`src/rtl/dac_seq_pkg.sv`:
```
// Shared types and constants for the DAC code sequencer: waveform modes,
// configuration register map and reset defaults.
package dac_seq_pkg;

    typedef enum logic [1:0] {
        MODE_RAMP     = 2'd0,
        MODE_TRIANGLE = 2'd1,
        MODE_SQUARE   = 2'd2,
        MODE_HOLD     = 2'd3
    } dac_mode_e;

    localparam logic [1:0] ADDR_STEP_LO = 2'd0;
    localparam logic [1:0] ADDR_STEP_HI = 2'd1;
    localparam logic [1:0] ADDR_MODE    = 2'd2;
    localparam logic [1:0] ADDR_HOLD    = 2'd3;

    localparam logic [7:0] HOLD_RST = 8'h80;
    localparam dac_mode_e  MODE_RST = MODE_RAMP;

endpackage

```
`src/rtl/dac_wave_shaper.sv`:
```
// Combinational waveform shaper: maps an accumulator phase, a mode and a
// static hold code onto a DAC code. Kept stateless so channels can share it.
module dac_wave_shaper
    import dac_seq_pkg::*;
#(
    parameter int CODE_W = 8
) (
    input  logic [CODE_W-1:0] phase_i,
    input  dac_mode_e         mode_i,
    input  logic [CODE_W-1:0] hold_i,
    output logic [CODE_W-1:0] code_o
);

    logic [CODE_W-1:0] triBase;

    // Triangle doubles the phase slope and mirrors the second half-period.
    always_comb begin
        triBase = {phase_i[CODE_W-2:0], 1'b0};
        code_o  = phase_i;
        case (mode_i)
            MODE_RAMP:     code_o = phase_i;
            MODE_TRIANGLE: code_o = phase_i[CODE_W-1] ? ~triBase : triBase;
            MODE_SQUARE:   code_o = phase_i[CODE_W-1] ? '1 : '0;
            MODE_HOLD:     code_o = hold_i;
            default:       code_o = phase_i;
        endcase
    end

endmodule

```
`src/rtl/dac_code_sequencer.sv`:
```
// Phase-accumulator waveform sequencer driving the 8-bit resistor-ladder DAC.
// Configuration lands in shadow registers and is committed at period boundaries.
module dac_code_sequencer
    import dac_seq_pkg::*;
#(
    parameter int CODE_W = 8,
    parameter int ACC_W  = 16
) (
    input  logic              clk,
    input  logic              reset,
    input  logic              enable,
    input  logic              cfg_wr,
    input  logic [1:0]        cfg_addr,
    input  logic [7:0]        cfg_wdata,
    output logic [CODE_W-1:0] dac_code,
    output logic              wrap,
    output logic [1:0]        active_mode
);

    logic [ACC_W-1:0]  acc_q, acc_d;
    logic [15:0]       stepShadow_q, stepShadow_d;
    logic [15:0]       stepActive_q, stepActive_d;
    dac_mode_e         modeShadow_q, modeShadow_d;
    dac_mode_e         modeActive_q, modeActive_d;
    logic [CODE_W-1:0] holdShadow_q, holdShadow_d;
    logic [CODE_W-1:0] holdActive_q, holdActive_d;
    logic [CODE_W-1:0] code_q, code_d;
    logic              wrap_q, wrap_d;

    logic [ACC_W:0]    sum;
    logic              carry;
    logic              commit;
    logic [CODE_W-1:0] shaped;

    assign sum    = {1'b0, acc_q} + (ACC_W+1)'(stepActive_q);
    assign carry  = enable & sum[ACC_W];
    // An idle or stopped block has no period to protect, so it tracks shadow at once.
    assign commit = carry | ~enable | (stepActive_q == '0);

    dac_wave_shaper #(.CODE_W(CODE_W)) uShaper (
        .phase_i (acc_q[ACC_W-1 -: CODE_W]),
        .mode_i  (modeActive_q),
        .hold_i  (holdActive_q),
        .code_o  (shaped)
    );

    always_comb begin
        acc_d        = acc_q;
        code_d       = code_q;
        stepShadow_d = stepShadow_q;
        modeShadow_d = modeShadow_q;
        holdShadow_d = holdShadow_q;
        stepActive_d = stepActive_q;
        modeActive_d = modeActive_q;
        holdActive_d = holdActive_q;
        wrap_d       = carry;

        if (enable) begin
            acc_d  = sum[ACC_W-1:0];
            code_d = shaped;
        end

        // Commit reads the pre-write shadow; a coincident write waits for the next commit.
        if (commit) begin
            stepActive_d = stepShadow_q;
            modeActive_d = modeShadow_q;
            holdActive_d = holdShadow_q;
        end

        if (cfg_wr) begin
            case (cfg_addr)
                ADDR_STEP_LO: stepShadow_d[7:0]  = cfg_wdata;
                ADDR_STEP_HI: stepShadow_d[15:8] = cfg_wdata;
                ADDR_MODE:    modeShadow_d       = dac_mode_e'(cfg_wdata[1:0]);
                ADDR_HOLD:    holdShadow_d       = cfg_wdata[CODE_W-1:0];
                default:      ;
            endcase
        end
    end

    always_ff @(posedge clk or posedge reset) begin
        if (reset) begin
            acc_q        <= '0;
            stepShadow_q <= '0;
            stepActive_q <= '0;
            modeShadow_q <= MODE_RST;
            modeActive_q <= MODE_RST;
            holdShadow_q <= HOLD_RST[CODE_W-1:0];
            holdActive_q <= HOLD_RST[CODE_W-1:0];
            code_q       <= '0;
            wrap_q       <= 1'b0;
        end else begin
            acc_q        <= acc_d;
            stepShadow_q <= stepShadow_d;
            stepActive_q <= stepActive_d;
            modeShadow_q <= modeShadow_d;
            modeActive_q <= modeActive_d;
            holdShadow_q <= holdShadow_d;
            holdActive_q <= holdActive_d;
            code_q       <= code_d;
            wrap_q       <= wrap_d;
        end
    end

    assign dac_code    = code_q;
    assign wrap        = wrap_q;
    assign active_mode = modeActive_q;

endmodule

```
`config.mk`:
```
export PLATFORM = sky130hd
export DESIGN_NAME = dac_code_sequencer
export DESIGN_NICKNAME = d
export VERILOG_FILES = /design/src/rtl/dac_seq_pkg.sv /design/src/rtl/dac_wave_shaper.sv /design/src/rtl/dac_code_sequencer.sv
export SDC_FILE = /design/constraint.sdc
export NUM_CORES = 1
export LEC_CHECK = 0
export ABC_AREA = 1
export CAP_MARGIN = 25
export CORE_UTILIZATION = 60
export DETAILED_ROUTE_END_ITERATION = 10
export PLACE_DENSITY_LB_ADDON = 0.15
export REMOVE_ABC_BUFFERS = 1
export SYNTH_ARGS = -nofsm -noshare
export SYNTH_HDL_FRONTEND = slang
export SYNTH_SLANG_ARGS = --single-unit
export TNS_END_PERCENT = 50
```
`constraint.sdc`:
```
create_clock -name clk -period 4.2 [get_ports clk]
set_input_delay 0.42 -clock clk [delete_from_list [all_inputs] [get_ports clk]]
set_output_delay 0.42 -clock clk [all_outputs]
set_load 0.02 [all_outputs]
```
==> run summary <==
• **standard cell core area** 6760 um^2
• **end-of-flow core utilization** 69.5%
• **slowest cell on the critical path** clkdlybuf4s50_1
• **CTS Hold Bufs** 0
• **gpl congestion** 0.858
• **number of buffers added by the clock tree synthesis step** 9
• **time the final worst path needs with I/O delays and setup** 2.76 ns
• **reg-to-reg startpoint** stepActive_q[11]
• **post-cts gate resize count** 0
• **count of placed standard cells in the final layout, fillers left out** 650
• **net count of the finished layout** 596
• **HPWL after detailed placement** 6460 um
• **clock insertion delay at the later pin of the skew report** 0.36 ns
• **detailed-router iteration count before antenna repair** 5
• **Arr. time, crit path** 3.01 ns
• **total non-filler cell area in the finished layout** 4700 um^2
• **path category of the worst min-delay check** in -> async
• **GRT Max-Usage Layer** met2
• **slowest cell delay on critical path** 0.89 ns
• **average routed wire per standard cell** 13.9 um
• **FP Rows** 30
• **Die W** 85.6 um
• **Least-Margin Pin Slew** 0.722 ns
• **final routed wirelength across all metal layers** 9030 um
• **Clk Tree Root Cell** clkbuf_8
• **clock-pin slew reported for the worst setup and hold paths after clock tree synthesis** 0.09 ns
• **buffers from clock root to sink, at most** 2
• **detailed-route DRC error count** 0
• **cells along the critical path** clkdlybuf4s50_1 -> inv_2 -> a21oi_4 -> nand3_4 -> nand2_1 -> nand2_1
• **Worst setup SP type** primary input
• **instance count after placement with tap cells included** 634
• **ratio of final minimum period to clock period** 65.7%
• **TritonCTS clock tree** yes
• **Warnings, synthesis** 0
• **total number of vias** 3567
• **post-CTS setup repair buffer count** 0
• **Setup TNS Final** 0 ns
• **vertical die dimension** 85.6 um
• **pin count of the biggest net entering global routing** 39
• **dominant cell type by area after synthesis** dfrtp_1
• **result of the run** finished, final reports clean
• **Layout area overhead** 12.0%
• **fraction of layout cells with a size suffix above 1** 5.61%
• **# setup viols final** 0
• **count of input and output buffers** 24
• **met3 usage** 5.97%
• **initial antenna violation count** 0
• **leakage power of the design** 2.49 nW
• **peak supply drop** 0.381 mV
• **largest fanout on the critical path** 36
• **post-route worst hold slack** 0.345 ns
• **Iter 0 DRT Violations** 210
• **main area contributors after synthesis** dfrtp_1 (45%), nand2_1 (18%), inv_1 (5.2%), ha_1 (4.8%), o21ai_0 (4.7%)
• **fmax** 0.363 GHz
• **most frequent cells after synthesis** nand2_1 (204), dfrtp_1 (75), inv_1 (58), o21ai_0 (39), nand3_1 (28)
• **CP Class** in -> reg
• **initial cell density of the core** 62.1%
• **number of top-level design ports** 25
• **async set or reset register ratio after synthesis** 100%
• **instance count of the mapped netlist** 544
• **antenna cells** 0
• **CP endpoint kind** register
• **synthesized area per cell** 7.71 um^2
• **P per Cell Area** 805 nW/um^2
• **RSZ-0062 raised after global routing** false
• **final count of hold timing violations** 0
• **grt ovf** 0
• **register-to-register setup slack** 1.71 ns
• **count of maximum capacitance violations** 0
• **top flip-flop cell by instance count after synthesis** dfrtp_1
• **Reg2Reg Depth** 9
• **routing usage on met1** 39.3%
• **number of buffer and inverter stages on the critical path** 2
• **share of Yosys cell area claimed by the top area cell type** 44.7%
• **data required time at the worst endpoint** 4.45 ns
• **global-route wire length before repair** 15500 um
• **total routing resource utilization after global routing** 27.1%
• **flip-flop and latch count after synthesis** 77
• **number of enable-type register cells in the synthesized netlist** 0
• **crit-path leading delay family** buffers and inverters
• **Num Clock Sinks** 77
• **relative slew slack** 51.7%
• **cell area after technology mapping** 4190 um^2
• **met2 Usage GRT** 41.8%
• **vias in the first global route** 3249
• **most used cell along the critical path** nand2_1
• **worst-case clock skew** 0.00851 ns
• **Placed Area** 4490 um^2
• **sequential share of the synthesized area** 46.0%
• **Crit. Startpoint** enable
• **DR vias/cell** 5.49
• **most common cell in the netlist** nand2_1
• **H-tree depth** 3
• **FF-to-FF End** active_mode[0]
• **residual antenna-violating net count after detailed routing** 0
• **die outline area** 7330 um^2
• **number of distinct library cell variants in the gate-level netlist after synthesis** 32
• **pins over their slew limit** 0
sequential cells by signal, summed over array words and instances (netlist names):
signal,cells
acc_q,16
wrap,1
stepActive_q,16
holdShadow_q,8
active_mode,2
dac_code,8
stepShadow_q,16
holdActive_q,8
modeShadow_q,2
worst max-delay path by stage:
stage / endpoint / depth (start not counted)
2_1_floorplan: acc_q[0] / 1
3_3_place_gp: stepActive_q[14] / 6
3_5_place_dp: active_mode[0] / 6
4_1_cts: active_mode[0] / 6
5_1_grt: stepActive_q[14] / 6
6_report: active_mode[0] / 6
metal layers:
metal / wire [um] / vias up / part of all wire [%]
li1: - / 1816 / -
met1: 4430 / 1648 / 49
met2: 4090 / 93 / 45
met3: 421 / 10 / 4.7
met4: 85 / 0 / 0.94
met5: 0 / - / 0
worst register-to-register path: stages, from the launching register on:
cell and delay [ns]:
dfrtp_1 0.44, ha_1 0.37, nand2_2 0.13, inv_2 0.03, nand2_1 0.06, nand3_2 0.11
a21oi_4 0.62, nand3_4 0.39, nand2_1 0.19, nand2_1 0.06
cells by family after synthesis:
logic type | after synthesis | share of synthesized area, %
flip-flops | 77 | 46.0
AND/OR/NAND/NOR | 295 | 30.4
XOR/XNOR | 4 | 0.835
buffers and inverters | 77 | 7.37
AO/OA/AOI/OAI | 74 | 10.1
adder cells (fa/ha/maj) | 17 | 5.25
per-stage QoR:
| stage | worst slack, ns | total power, W |
|---|---|---|
| 2_1_floorplan | 1.82 | 0.00265 |
| 3_3_place_gp | 1.17 | 0.00308 |
| 3_5_place_dp | 1.10 | 0.00315 |
| 4_1_cts | 1.49 | 0.00377 |
| 5_1_grt | 1.19 | 0.00412 |
| 6_report | 1.44 | 0.00378 |
report_power, final:
part / internal, W / switching, W
clock network: 0.000301 / 0.000306
registers: 0.00103 / 0.000255
logic: 0.000720 / 0.00117
total: 0.00205 / 0.00173
cells in the final DEF (no fill, tap or decap), types with 4 or more instances in the layout:
cell / instances
o21ai_0: 39
nor2_1: 24
ha_1: 16
dfrtp_1: 75
clkdlybuf4s50_1: 24
a21oi_1: 23
nand4_1: 26
nand3_1: 28
a22o_1: 6
nand2_1: 204
xnor2_1: 4
clkbuf_8: 10
inv_1: 57
area by class of cell:
class	count	area, um^2
well taps	80	100
fillers	565	2060
clock inverters	6	75.1
inverters	60	225
clock buffers	10	138
repair buffers	27	275
multi-input cells	390	1960
flip-flops and latches	77	1930
No activity file was read; power rests on OpenSTA's default activity.
